**config.mk**
```make
export PLATFORM = sky130hd
export DESIGN_NAME = bk_pipelined_subtractor
export DESIGN_NICKNAME = d
export VERILOG_FILES = /design/src/rtl/bk_pipelined_subtractor_pkg.sv /design/src/rtl/bk_gp_cell.sv /design/src/rtl/bk_pipelined_subtractor.sv
export SDC_FILE = /design/constraint.sdc
export NUM_CORES = 1
export LEC_CHECK = 0
export CAP_MARGIN = 20
export CORE_MARGIN = 10
export CORE_UTILIZATION = 54
export CTS_BUF_LIST = sky130_fd_sc_hd__clkbuf_8
export DETAILED_ROUTE_END_ITERATION = 8
export PLACE_DENSITY = 0.83
export SLEW_MARGIN = 20
export SYNTH_ARGS = -nofsm -noshare
export SYNTH_HDL_FRONTEND = slang
export SYNTH_SLANG_ARGS = --single-unit
```
**constraint.sdc**
```tcl
create_clock -name clk -period 13.85 [get_ports clk]
set_input_delay 2.77 -clock clk [delete_from_list [all_inputs] [get_ports clk]]
set_output_delay 2.77 -clock clk [all_outputs]
set_load 0.02 [all_outputs]
```
**src/rtl/bk_pipelined_subtractor_pkg.sv**
```systemverilog
// Shared definitions for the Brent-Kung pipelined subtractor: legal widths,
// prefix-tree depth helper and the generate/propagate pair type.
package bk_pipelined_subtractor_pkg;

    localparam int NUM_LEGAL_WIDTHS = 5;
    localparam int LEGAL_WIDTHS [NUM_LEGAL_WIDTHS] = '{4, 8, 16, 32, 64};

    // Generate/propagate pair carried through every prefix-tree node.
    typedef struct packed {
        logic g;
        logic p;
    } gp_t;

    // Number of prefix-tree levels for a power-of-two width.
    function automatic int bk_log2(input int v);
        int r;
        r = 0;
        while ((1 << r) < v) begin
            r = r + 1;
        end
        return r;
    endfunction

    // True when v is one of the supported operand widths.
    function automatic bit bk_width_legal(input int v);
        bit ok;
        ok = 1'b0;
        for (int i = 0; i < NUM_LEGAL_WIDTHS; i++) begin
            if (LEGAL_WIDTHS[i] == v) begin
                ok = 1'b1;
            end
        end
        return ok;
    endfunction

endpackage

```
**src/rtl/bk_gp_cell.sv**
```systemverilog
// Brent-Kung prefix operator: merges a high group with the adjacent low group.
module bk_gp_cell (
    input  logic g_hi,
    input  logic p_hi,
    input  logic g_lo,
    input  logic p_lo,
    output logic g,
    output logic p
);

    assign g = g_hi | (p_hi & g_lo);
    assign p = p_hi & p_lo;

endmodule

```
**src/rtl/bk_pipelined_subtractor.sv**
```systemverilog
// Three-stage pipelined subtractor (a - b - bin) using a Brent-Kung carry tree.
// S1: per-bit g/p of (a, ~b) and carry-in; S2: up-sweep groups; S3: down-sweep
// carries, difference and flags. Valid/ready handshake with bubble collapsing.
module bk_pipelined_subtractor
    import bk_pipelined_subtractor_pkg::*;
#(
    parameter int n = 64
) (
    input  logic         clk,
    input  logic         rst,
    input  logic         in_valid,
    output logic         in_ready,
    input  logic [n-1:0] a,
    input  logic [n-1:0] b,
    input  logic         bin,
    output logic         out_valid,
    input  logic         out_ready,
    output logic [n-1:0] diff,
    output logic         bout,
    output logic         ovf,
    output logic         zero
);

    localparam int L = bk_log2(n);

    if (!bk_width_legal(n)) begin : g_illegal_width
        $error("bk_pipelined_subtractor: n must be 4, 8, 16, 32 or 64");
    end

    // Stage registers
    logic             s1_valid_q, s1_valid_d;
    logic [n-1:0]     s1_g_q, s1_g_d;
    logic [n-1:0]     s1_p_q, s1_p_d;
    logic             s1_cin_q, s1_cin_d;
    logic             s2_valid_q, s2_valid_d;
    gp_t  [n-1:0]     s2_grp_q, s2_grp_d;
    logic [n-1:0]     s2_p_q, s2_p_d;
    logic             s2_cin_q, s2_cin_d;
    logic             s3_valid_q, s3_valid_d;
    logic [n-1:0]     diff_q, diff_d;
    logic             bout_q, bout_d;
    logic             ovf_q, ovf_d;
    logic             zero_q, zero_d;

    logic             load1, load2, load3;
    gp_t  [n-1:0]     up_root;
    gp_t  [n-1:0]     dn_root;
    logic [n:0]       carry;
    logic [n-1:0]     sum;
    logic [n-1:0]     root_p;
    logic             unused_root_p;

    genvar gi, gl, gk;

    // Up-sweep: level 0 folds the carry-in into bit 0, then log2(n) levels of
    // pairwise merges leave complete group terms at nodes (i+1) % 2^l == 0.
    for (gl = 0; gl <= L; gl++) begin : g_up
        gp_t [n-1:0] lvl;
        for (gi = 0; gi < n; gi++) begin : g_bit
            if (gl == 0) begin : g_leaf
                if (gi == 0) begin : g_cin
                    bk_gp_cell u_cell (
                        .g_hi (s1_g_q[0]),
                        .p_hi (s1_p_q[0]),
                        .g_lo (s1_cin_q),
                        .p_lo (1'b0),
                        .g    (lvl[0].g),
                        .p    (lvl[0].p)
                    );
                end else begin : g_pass
                    assign lvl[gi].g = s1_g_q[gi];
                    assign lvl[gi].p = s1_p_q[gi];
                end
            end else if (((gi + 1) % (1 << gl)) == 0) begin : g_node
                bk_gp_cell u_cell (
                    .g_hi (g_up[gl-1].lvl[gi].g),
                    .p_hi (g_up[gl-1].lvl[gi].p),
                    .g_lo (g_up[gl-1].lvl[gi - (1 << (gl - 1))].g),
                    .p_lo (g_up[gl-1].lvl[gi - (1 << (gl - 1))].p),
                    .g    (lvl[gi].g),
                    .p    (lvl[gi].p)
                );
            end else begin : g_pass
                assign lvl[gi] = g_up[gl-1].lvl[gi];
            end
        end
    end
    assign up_root = g_up[L].lvl;

    // Down-sweep: from the registered up-sweep result, fill the remaining
    // prefixes, level L-1 down to 1, so every node holds bits [i:0] + carry-in.
    for (gk = 0; gk < L; gk++) begin : g_dn
        localparam int LVL = L - gk;
        gp_t [n-1:0] lvl;
        for (gi = 0; gi < n; gi++) begin : g_bit
            if (gk == 0) begin : g_leaf
                assign lvl[gi] = s2_grp_q[gi];
            end else if ((((gi + 1) % (1 << LVL)) == (1 << (LVL - 1))) &&
                         (gi >= (1 << LVL))) begin : g_node
                bk_gp_cell u_cell (
                    .g_hi (g_dn[gk-1].lvl[gi].g),
                    .p_hi (g_dn[gk-1].lvl[gi].p),
                    .g_lo (g_dn[gk-1].lvl[gi - (1 << (LVL - 1))].g),
                    .p_lo (g_dn[gk-1].lvl[gi - (1 << (LVL - 1))].p),
                    .g    (lvl[gi].g),
                    .p    (lvl[gi].p)
                );
            end else begin : g_pass
                assign lvl[gi] = g_dn[gk-1].lvl[gi];
            end
        end
    end
    assign dn_root = g_dn[L-1].lvl;

    // Carry into bit i+1 is the prefix generate of bits [i:0]; bit 0 gets carry-in.
    assign carry[0] = s2_cin_q;
    for (gi = 0; gi < n; gi++) begin : g_carry
        assign carry[gi + 1] = dn_root[gi].g;
        assign root_p[gi]    = dn_root[gi].p;
    end
    assign unused_root_p = ^root_p;
    assign sum = s2_p_q ^ carry[n-1:0];

    // Handshake and next-state: a stage loads when empty or draining this cycle.
    always_comb begin
        load3 = !s3_valid_q || out_ready;
        load2 = !s2_valid_q || load3;
        load1 = !s1_valid_q || load2;

        s1_valid_d = s1_valid_q;
        s1_g_d     = s1_g_q;
        s1_p_d     = s1_p_q;
        s1_cin_d   = s1_cin_q;
        s2_valid_d = s2_valid_q;
        s2_grp_d   = s2_grp_q;
        s2_p_d     = s2_p_q;
        s2_cin_d   = s2_cin_q;
        s3_valid_d = s3_valid_q;
        diff_d     = diff_q;
        bout_d     = bout_q;
        ovf_d      = ovf_q;
        zero_d     = zero_q;

        if (load1) begin
            s1_valid_d = in_valid;
            s1_g_d     = a & ~b;
            s1_p_d     = a ^ ~b;
            s1_cin_d   = ~bin;
        end
        if (load2) begin
            s2_valid_d = s1_valid_q;
            s2_grp_d   = up_root;
            s2_p_d     = s1_p_q;
            s2_cin_d   = s1_cin_q;
        end
        if (load3) begin
            s3_valid_d = s2_valid_q;
            diff_d     = sum;
            bout_d     = ~carry[n];
            ovf_d      = carry[n] ^ carry[n-1];
            zero_d     = (sum == '0);
        end
    end

    // Pipeline state; reset empties every stage and clears the result flags.
    always_ff @(posedge clk or posedge rst) begin
        if (rst) begin
            s1_valid_q <= 1'b0;
            s1_g_q     <= '0;
            s1_p_q     <= '0;
            s1_cin_q   <= 1'b0;
            s2_valid_q <= 1'b0;
            s2_grp_q   <= '0;
            s2_p_q     <= '0;
            s2_cin_q   <= 1'b0;
            s3_valid_q <= 1'b0;
            diff_q     <= '0;
            bout_q     <= 1'b0;
            ovf_q      <= 1'b0;
            zero_q     <= 1'b0;
        end else begin
            s1_valid_q <= s1_valid_d;
            s1_g_q     <= s1_g_d;
            s1_p_q     <= s1_p_d;
            s1_cin_q   <= s1_cin_d;
            s2_valid_q <= s2_valid_d;
            s2_grp_q   <= s2_grp_d;
            s2_p_q     <= s2_p_d;
            s2_cin_q   <= s2_cin_d;
            s3_valid_q <= s3_valid_d;
            diff_q     <= diff_d;
            bout_q     <= bout_d;
            ovf_q      <= ovf_d;
            zero_q     <= zero_d;
        end
    end

    assign in_ready  = load1;
    assign out_valid = s3_valid_q;
    assign diff      = diff_q;
    assign bout      = bout_q;
    assign ovf       = ovf_q;
    assign zero      = zero_q;

endmodule
```
Word level (Yosys, flattened, before mapping)

Index checks and enable logic that the tools add are counted.

Register bits: 385
Bits of input ports: 133
Output and inout port bits: 69

Bitwise gates (word level): 306
Reductions and logical operators: 7

Operators by type and width:

| cell               | count |
|---|---|
| $and A1 B1 Y1      | 178 |
| $xor A64 B64 Y64   | 2 |
| $or A1 B1 Y1       | 121 |
| $and A64 B64 Y64   | 1 |
| $logic_not A64 Y1  | 1 |
| $not A64 Y64       | 1 |
| $logic_not A1 Y1   | 3 |
| $logic_or A1 B1 Y1 | 3 |
| $not A1 Y1         | 2 |
| $xor A1 B1 Y1      | 1 |

Logic depth before layout (Yosys ltp)

Gate-level depths: netlist of the first run.

Word-level depth: 14
Gate-level depth with buffers: 10
Depth with buffers taken out: 10

Modules after synthesis

From an unflattened synthesis of the first run, not the netlist that was laid out.

Cells, all modules: 1322
Area total of the unflattened synthesis: 16718.5 µm²

Modules (own cells, without submodules):

| module                  | instances | cells an instance | area each (µm²) | seq. area each (µm²) |
|---|---|---|---|---|
| bk_pipelined_subtractor | 1         | 1080              | 14901.8         | 8983.6 |
| bk_gp_cell              | 121       | 2                 | 15.0            | 0.0 |

Worst setup path after synthesis of the first run

No wires, ideal clock.

Path type: input to output
From: in out_ready
To: out in_ready
Data arrival time: 3.561 ns
Data required time: 11.080 ns
Path slack: 7.519 ns
Cell stages on the path: 6
Path through: nor2b_4 > buf_6 > and2_4 > nand2_2 > buf_6 > buf_2

Longest elaborated chain between the ends: 3

Ends and longest elaborated chain:

| element            | line                           | source |
|---|---|---|
| from (decl)        | bk_pipelined_subtractor.sv:17  | `input logic out_ready,` |
| $logic_or A1 B1 Y1 | bk_pipelined_subtractor.sv:126 | `load3 = !s3_valid_q \|\| out_ready;` |
| $logic_or A1 B1 Y1 | bk_pipelined_subtractor.sv:127 | `load2 = !s2_valid_q \|\| load3;` |
| $logic_or A1 B1 Y1 | bk_pipelined_subtractor.sv:128 | `load1 = !s1_valid_q \|\| load2;` |
| to (decl)          | bk_pipelined_subtractor.sv:12  | `output logic in_ready,` |

No other way between the ends.

Final worst setup path of the first run

Same ends and word-level chain as after synthesis.

==> flow_summary.json, run 1 <==
{
  "status": "completed",
  "syn_to_final_growth_pct": 21.60,
  "synth_ff_type": "dfrtp_1",
  "synth_nets": 1748,
  "setup_viol": 0,
  "cts.clk_slew.worst_paths_ps": 60,
  "wl_um": 37870,
  "clock.fmax_ghz": 0.1202,
  "critical_path_class": "in2out",
  "p_leak_nw": 9.801,
  "crit_end": "in_ready",
  "whs_ps": 465.1,
  "post-route-min-period_ps": 8316,
  "avgSynthCellArea_um2": 10.48,
  "die-width_um": 191.7,
  "wire_per_inst_um": 17.60,
  "crit_path_start_kind": "primary input",
  "sw_frac_of_total": 0.3243,
  "timing.rr.start": "out_valid",
  "slew_headroom": 0.3259,
  "cp-end-kind": "primary output",
  "rows": 62,
  "overflow": 0,
  "drv_slew": 0,
  "finClkSkew_ps": 28.95,
  "gp_congestion": 0.8410,
  "syn_area_mm2": 0.01592,
  "num_io_pins": 202,
  "reg2reg_slack_ps": 10260,
  "hold_viol_final": 0,
  "clock-sinks": 354,
  "track_usage": 0.2054,
  "postLayoutCoreUtil": 0.6692,
  "setup_slack_ps": 5534,
  "die_area_mm2": 0.03675,
  "vias_per_cell": 5.245,
  "synth.ff_latch_count": 354,
  "p_clk_frac": 0.289,
  "p_switching_mw": 1.007,
  "rsz0062_at_grt": "false",
  "synth.yosys.seq_area_share": 0.5563,
  "hold_class": "reg2reg",
  "pre_cts_ws_ps": 5564,
  "h-tree-depth": 2,
  "comb_power_share": 0.266,
  "num_vias": 11288,
  "cts_buffers": 57,
  "seqPwrFrac": 0.445,
  "grt_pass1_vias": 11891,
  "final_cells": 2152,
  "drt_iter0_markers": 865,
  "clk_path_buf_depth": 3,
  "worstPathRequired_ps": 11080,
  "drc_errors": 0,
  "reg2reg_depth": 6,
  "post_cts_buffers": 0,
  "die_h_um": 191.7,
  "cellPowerDensity_mw_per_mm2": 160.4,
  "insertion_delay_ps": 580,
  "ant_nets": 0,
  "grt_max_degree": 122,
  "hold_buffers": 0,
  "worst_ep_arrival_time_ps": 5550,
  "fin_crit_sh": 0.6004,
  "tns_ps": 0,
  "antenna_found_initial": 0,
  "crit_fanout": 90,
  "placed_cells": 2052,
  "intPower_mw": 2.098,
  "dp_hpwl_um": 26970,
  "ys_warn_count": 0,
  "cap_viol_max_count": 0,
  "worstMarginPinSlew_ps": 1011,
  "drtPass1Iterations": 7,
  "root_buffer": "clkbuf_8",
  "vdd_drop_max_v": 0.00007419,
  "layout-drive-gt1-share": 0.1324,
  "synth_cell_type_count": 38,
  "io_buffers": 201,
  "antennaDiodeCount": 0,
  "initial_core_util": 0.5503,
  "core_area_mm2": 0.02894,
  "fin_nets": 1955,
  "cts_tree": "done",
  "synth-async-reset-ratio": 1.000,
  "grt_pass1_wl_um": 61070,
  "netlist_instances": 1520,
  "r2r-end": "g_dn[0].lvl[66]",
  "synth_edf_count": 0,
  "crit_start": "out_ready",
  "postCtsResizedCells": 0
}
## flip-flops by register name, summed over array words and instances (netlist names), 7 cells and up
| name | flops |
|---|---|
| g_dn.lvl | 83 |
| diff | 64 |
| s1_g_q | 64 |
| s1_p_q | 64 |
| s2_p_q | 64 |
| carry | 7 |
## Yosys cell counts (2+ instances only)
cell type | number | area, um^2
nand2_1 | 467 | 1753
dfrtp_1 | 354 | 8859
nor2_1 | 103 | 386.6
ha_1 | 95 | 1189
mux2_2 | 95 | 1070
inv_1 | 68 | 255.2
o21ai_0 | 60 | 300.3
a21oi_1 | 54 | 270.3
mux2_4 | 40 | 600.6
xor2_1 | 30 | 262.8
a21o_1 | 29 | 217.7
buf_2 | 23 | 115.1
clkbuf_1 | 23 | 86.33
nand4_1 | 11 | 68.82
nor4_1 | 10 | 62.56
buf_1 | 9 | 33.78
nand3_1 | 8 | 40.04
buf_6 | 7 | 78.83
and4_1 | 4 | 35.03
nand2b_1 | 4 | 25.02
xnor2_1 | 4 | 35.03
a221oi_1 | 2 | 17.52
nor2b_1 | 2 | 12.51
nor3_1 | 2 | 10.01
o211ai_1 | 2 | 15.01
o21bai_1 | 2 | 15.01
## final cells by class
cell class	instances	area (um^2)
Clock buffer	71	977.2
Clock inverter	29	177.7
Fill cell	2123	9573
Inverter	68	262.8
Multi-Input combinational cell	1036	6519
Sequential cell	354	8859
Tap cell	384	480.5
Timing Repair Buffer	210	2087
## worst max-delay path, cell delays in order
cell             delay (ps)
clkdlybuf4s50_1         460
nor2b_4                 120
buf_4                   670
and2_4                  320
nand2_8                 360
clkdlybuf4s50_1         710
## layout by cell type (no fill, tap or decap), types with 29 or more instances in the layout
| cell | synthesis | final |
|---|---|---|
| clkbuf_8 | 0 | 71 |
| nor2_1 | 103 | 103 |
| nand2_1 | 467 | 466 |
| mux2_2 | 95 | 95 |
| o21ai_0 | 60 | 60 |
| mux2_4 | 40 | 40 |
| ha_1 | 95 | 95 |
| clkdlybuf4s50_1 | 0 | 201 |
| dfrtp_1 | 354 | 354 |
| a21oi_1 | 54 | 54 |
| a21o_1 | 29 | 29 |
| inv_1 | 68 | 85 |
| xor2_1 | 30 | 30 |
## metrics by stage
stage	area, um^2	total power, mW
final	19360	3.105
after detailed placement	18200	2.226
after CTS	19350	3.131
after global placement	18200	2.193
after global routing	19360	3.268
after floorplan	15920	1.833
## per-layer routing
| layer | wire [um] | vias up | track usage |
|---|---|---|---|
| met2 | 18890 | 342 | 0.3490 |
| met1 | 15800 | 5492 | 0.2622 |
| met5 | 0 | - | 0 |
| li1 | - | 5395 | - |
| met3 | 2375 | 59 | 0.03718 |
| met4 | 801 | 0 | 0.06310 |
## power by group through the flow
stage	sequential [mW]	combinational (mW)	clock (mW)
2_1_floorplan	1.45	0.381	0
3_3_place_gp	1.39	0.806	0
3_5_place_dp	1.40	0.828	0
4_1_cts	1.38	0.836	0.913
5_1_grt	1.41	0.901	0.959
6_report	1.38	0.825	0.897
## worst min path at each step
stage	start	to	depth (start not counted)
floorplan	g_dn[0].lvl[18]	g_dn[0].lvl[18]	2
global placement	g_dn[0].lvl[46]	g_dn[0].lvl[46]	2
detailed placement	diff[60]	diff[60]	2
CTS	diff[60]	diff[60]	2
global route	diff[24]	diff[24]	2
finish	diff[42]	diff[42]	2
## cell families (layout without fill, tap and decap cells)
kind of cell,Yosys count,in the layout,share of synthesized area
AND/OR/NAND/NOR,617,617,0.1536
flip-flops,354,354,0.5563
AO/OA/AOI/OAI,155,155,0.05603
multiplexers,135,135,0.1049
buffers and inverters,130,378,0.03575
adder cells (fa/ha/maj),95,95,0.07465
XOR/XNOR,34,34,0.01870
Note: power is estimated with default switching activity, not from simulation.
==> run 2: changes to the inputs <==
CORE_UTILIZATION = 52   (was 54)
PLACE_DENSITY = 0.84   (was 0.83)
clock period = 6.8 ns   (was 13.85 ns; I/O delays follow)
==> run 2 against run 1 <==
Net effect:
- clock power rose by 100%
- non-clock buffer count fell by 1
- final area is essentially flat
- die area up 3.4%
- sequential power is 110% higher
- via count grew 0.94%
- hold slack improved by 1.7 ps
- routed wire length up 2.1%
- flip-flop and latch count did not move
==> flow_summary.json, run 2 (synthesis results as in run 1) <==
{
  "setup_viol": 0,
  "syn_to_final_growth_pct": 21.72,
  "final_cell_mix": "nand2_1, dfrtp_1, clkdlybuf4s50_1",
  "cellPowerDensity_mw_per_mm2": 325.7,
  "clock-sinks": 354,
  "drc_errors": 0,
  "antenna_found_initial": 0,
  "cts_tree": "done",
  "hold_viol_final": 0,
  "clock.fmax_ghz": 0.1957,
  "grt_pass1_wl_um": 62690,
  "h-tree-depth": 2,
  "insertion_delay_ps": 590,
  "rows": 64,
  "die_area_mm2": 0.03802,
  "cp-end-kind": "primary output",
  "layout_commonest_cell": "nand2_1",
  "layout-drive-gt1-share": 0.1286,
  "clk_path_buf_depth": 3,
  "drv_slew": 0,
  "grt_max_degree": 192,
  "finClkSkew_ps": 18.23,
  "die-width_um": 195.0,
  "drtPass1Iterations": 6,
  "status": "completed",
  "drt_iter0_markers": 801,
  "fin_nets": 1953,
  "ant_nets": 0,
  "crit_fanout": 76,
  "rsz0062_at_grt": "false",
  "num_io_pins": 202,
  "postCtsResizedCells": 0,
  "cts.clk_slew.worst_paths_ps": 60,
  "fin_crit_sh": 0.7514,
  "p_leak_nw": 9.798,
  "post_cts_buffers": 0,
  "wl_um": 38670,
  "cap_viol_max_count": 0,
  "initial_core_util": 0.5233,
  "overflow": 0,
  "num_vias": 11394,
  "dp_hpwl_um": 27620,
  "postLayoutCoreUtil": 0.6369,
  "gp_congestion": 0.8545,
  "die_h_um": 195.0,
  "placed_cells": 2062,
  "wire_per_inst_um": 17.90,
  "post-route-min-period_ps": 5109,
  "io_buffers": 201,
  "vias_per_cell": 5.273,
  "track_usage": 0.2000,
  "cts_buffers": 56,
  "core_area_mm2": 0.03043,
  "fill_cells": 2326,
  "crit_path_start_kind": "primary input",
  "worstMarginPinSlew_ps": 981.8,
  "critical_path_class": "in2out",
  "worstPathRequired_ps": 5440,
  "grt_pass1_vias": 11939,
  "tns_ps": 0,
  "slew_headroom": 0.3454,
  "antennaDiodeCount": 0,
  "root_buffer": "clkbuf_8",
  "final_cells": 2161,
  "hold_class": "reg2reg",
  "vdd_drop_max_v": 0.0001372,
  "hold_buffers": 0,
  "worst_ep_arrival_time_ps": 3750,
  "largest_reg_flops": 83
}
run 2: changes by cell type in the layout (fill, tap and decap cells not counted):
| cell | before | now |
|---|---|---|
| clkinv_2 | 7 | 3 |
| nand2_4 | 1 | 0 |
| buf_12 | 0 | 2 |
| nand2_8 | 1 | 2 |
| buf_16 | 0 | 1 |
| inv_1 | 85 | 89 |
| inv_8 | 1 | 0 |
| inv_6 | 0 | 1 |
| buf_4 | 7 | 5 |
| buf_6 | 2 | 0 |
| clkbuf_8 | 71 | 69 |
run 2: layout make-up:
class | instances | area, um^2 | share of cell area
Tap cell | 396 | 495.5 | 0.02556
Timing Repair Buffer | 209 | 2117 | 0.1092
Multi-Input combinational cell | 1036 | 6528 | 0.3368
Clock inverter | 29 | 173.9 | 0.008974
Clock buffer | 69 | 949.7 | 0.04900
Inverter | 68 | 259.0 | 0.01336
Sequential cell | 354 | 8859 | 0.4571
run 2: metrics by stage:
| step | hold WS (ps) | power [mW] | instance area (um^2) | setup slack (ps) |
|---|---|---|---|---|
| finish | 466.8 | 6.312 | 19380 | 1691 |
| global route | 492.1 | 6.646 | 19380 | 1529 |
| CTS | 469.1 | 6.351 | 19340 | 1666 |
| detailed placement | 457.1 | 4.547 | 18220 | 1672 |
| global placement | 449.0 | 4.475 | 18220 | 1729 |
| floorplan | 439.1 | 3.733 | 15930 | 697.6 |
run 2: per-layer routing:
metal,wire length (um),GRT usage
met5,0,0
met4,1581,0.08541
met3,2488,0.04967
met2,18650,0.3271
met1,15950,0.2478
run 2: critical path, stage by stage:
cell             delay, ps
clkdlybuf4s50_1        470
nor2b_4                140
and2_4                 580
nand2_8                470
clkdlybuf4s50_1        690
run 2: worst paths after layout:
check	from	to	slack, ps	cells past startpoint
worst max-delay path	out_ready	in_ready	1690	5
worst min-delay path	g_dn[0].lvl[33]	g_dn[0].lvl[33]	470	2
worst max register to register	out_valid	carry[64]	3880	7
worst min register to register	g_dn[0].lvl[33]	g_dn[0].lvl[33]	470	2
max in group asynchronous	rst	g_dn[0].lvl[117]	4570	4
min in group asynchronous	rst	s1_g_q[27]	1250	3
run 2: report_power, final:
group          leakage [nW]  switching [mW]  internal, mW  total (mW)
registers              4.34           0.319          2.52        2.84
clock network         0.658           0.811         0.985        1.80
logic                  4.80           0.932         0.747        1.68
total                  9.80            2.06          4.25        6.31
==> run 3: changes to the inputs <==
clock period = 4.3 ns   (was 6.8 ns; I/O delays follow)
==> run 3 against run 2 <==
Net effect:
- largest cell class unchanged
- clock skew rose by 9.7 ps
- cell count up 0.60%
- core utilization grew 0.23 points
- first-iteration DRC count decreased by 0.12%
- critical endpoint unchanged
- critical path depth stayed put
- power grew 56%
==> flow_summary.json, run 3 (synthesis results as in run 1) <==
{
  "fin_crit_sh": 0.7484,
  "antennaDiodeCount": 0,
  "final_cells": 2174,
  "overflow": 0,
  "hold_viol_final": 0,
  "clock.fmax_ghz": 0.3107,
  "dp_hpwl_um": 27180,
  "post-route-min-period_ps": 3218,
  "postLayoutCoreUtil": 0.6392,
  "path_buf_inv": 2,
  "setup_viol": 0,
  "antenna_found_initial": 1,
  "p_leak_nw": 9.856,
  "crit_path_start_kind": "primary input",
  "cellPowerDensity_mw_per_mm2": 507.7,
  "die_h_um": 195.0,
  "wl_um": 37970,
  "placed_cells": 2071,
  "h-tree-depth": 2,
  "gp_congestion": 0.8507,
  "postCtsResizedCells": 0,
  "pre_cts_ws_ps": 1061,
  "clk_path_buf_depth": 3,
  "ant_nets": 0,
  "largest_reg_flops": 83,
  "drv_slew": 0,
  "rows": 64,
  "final_cell_mix": "nand2_1, dfrtp_1, clkdlybuf4s50_1",
  "layout_commonest_cell": "nand2_1",
  "finClkSkew_ps": 27.94,
  "syn_to_final_growth_pct": 22.15,
  "track_usage": 0.1953,
  "fill_cells": 2329,
  "worstMarginPinSlew_ps": 965.7,
  "grt_max_degree": 135,
  "grt_pass1_vias": 11922,
  "grt_pass1_wl_um": 61470,
  "clock-sinks": 354,
  "drc_errors": 0,
  "cpMostUsedCell": "clkdlybuf4s50_1",
  "worst_ep_arrival_time_ps": 2360,
  "initial_core_util": 0.5233,
  "status": "completed",
  "num_io_pins": 202,
  "cp_cell_sequence": "clkdlybuf4s50_1, nor2b_4, and2_4, nand2_8, clkdlybuf4s50_1",
  "dpl-instance-area_mm2": 0.01834,
  "vias_per_cell": 5.234,
  "post_cts_buffers": 0,
  "cap_viol_max_count": 0,
  "root_buffer": "clkbuf_8",
  "drtPass1Iterations": 5,
  "io_buffers": 201,
  "critical_path_class": "in2out",
  "drt_iter0_markers": 800,
  "hold_buffers": 0,
  "layout-drive-gt1-share": 0.1333,
  "rsz0062_at_grt": "false",
  "die-width_um": 195.0,
  "die_area_mm2": 0.03802,
  "worstPathRequired_ps": 3440,
  "cts_buffers": 56,
  "cp_slowest_cell": "clkdlybuf4s50_1",
  "finalInstanceArea_mm2": 0.01945,
  "insertion_delay_ps": 580,
  "slowest_delay_ps": 670,
  "critical_path.top_delay_family": "buffers and inverters",
  "cp-end-kind": "primary output",
  "core_area_mm2": 0.03043,
  "fin_nets": 1961,
  "setup_slack_ps": 1082,
  "hold_class": "reg2reg",
  "tns_ps": 0,
  "slew_headroom": 0.3549,
  "cts.clk_slew.worst_paths_ps": 60,
  "crit_fanout": 3,
  "vdd_drop_max_v": 0.0002693,
  "wire_per_inst_um": 17.47,
  "num_vias": 11378,
  "cts_tree": "done"
}
[run 3: layer usage]
layer | part of all wire | GRT usage
met5 | 0.00034 | 0
met4 | 0.027 | 0.06307
met3 | 0.056 | 0.03649
met2 | 0.50 | 0.3286
met1 | 0.42 | 0.2497
[run 3: cell type report]
class	instances	area [um^2]	share of cell area
inverter	68	259.0	0.01332
clock inverter	32	133.9	0.006883
sequential	354	8859	0.4555
tap	396	495.5	0.02547
timing repair buffer	217	2207	0.1135
multi-input combinational	1036	6519	0.3352
clock buffer	71	977.2	0.05024
[run 3: through the flow]
| stage | power [mW] | hold slack (ps) |
|---|---|---|
| after floorplan | 5.904 | 439.1 |
| after global placement | 7.088 | 449.7 |
| after detailed placement | 7.188 | 456.5 |
| after CTS | 9.957 | 469.6 |
| after global routing | 10.41 | 484.6 |
| final | 9.875 | 466.0 |
[run 3: path summary, 6_finish.rpt]
path | from | to | slack (ps) | cells after the start
max in group asynchronous | rst | g_dn[0].lvl[114] | 2530 | 3
min in group asynchronous | rst | s1_g_q[27] | 870 | 2
worst max-delay path | out_ready | in_ready | 1080 | 5
worst max register to register | carry[32] | zero | 1400 | 8
worst min-delay path | diff[44] | diff[44] | 470 | 2
worst min register to register | diff[44] | diff[44] | 470 | 2
[run 3: report_power, final]
| part | internal, mW | switching (mW) | leakage [nW] |
|---|---|---|---|
| Combinational | 1.19 | 1.47 | 4.85 |
| Sequential | 3.98 | 0.481 | 4.34 |
| Clock | 1.48 | 1.27 | 0.663 |
[run 3: worst min-delay path, stage by stage (launching register included)]
cell     delay (ps)
dfrtp_1         340
nand2_1          50
nand2_1          50
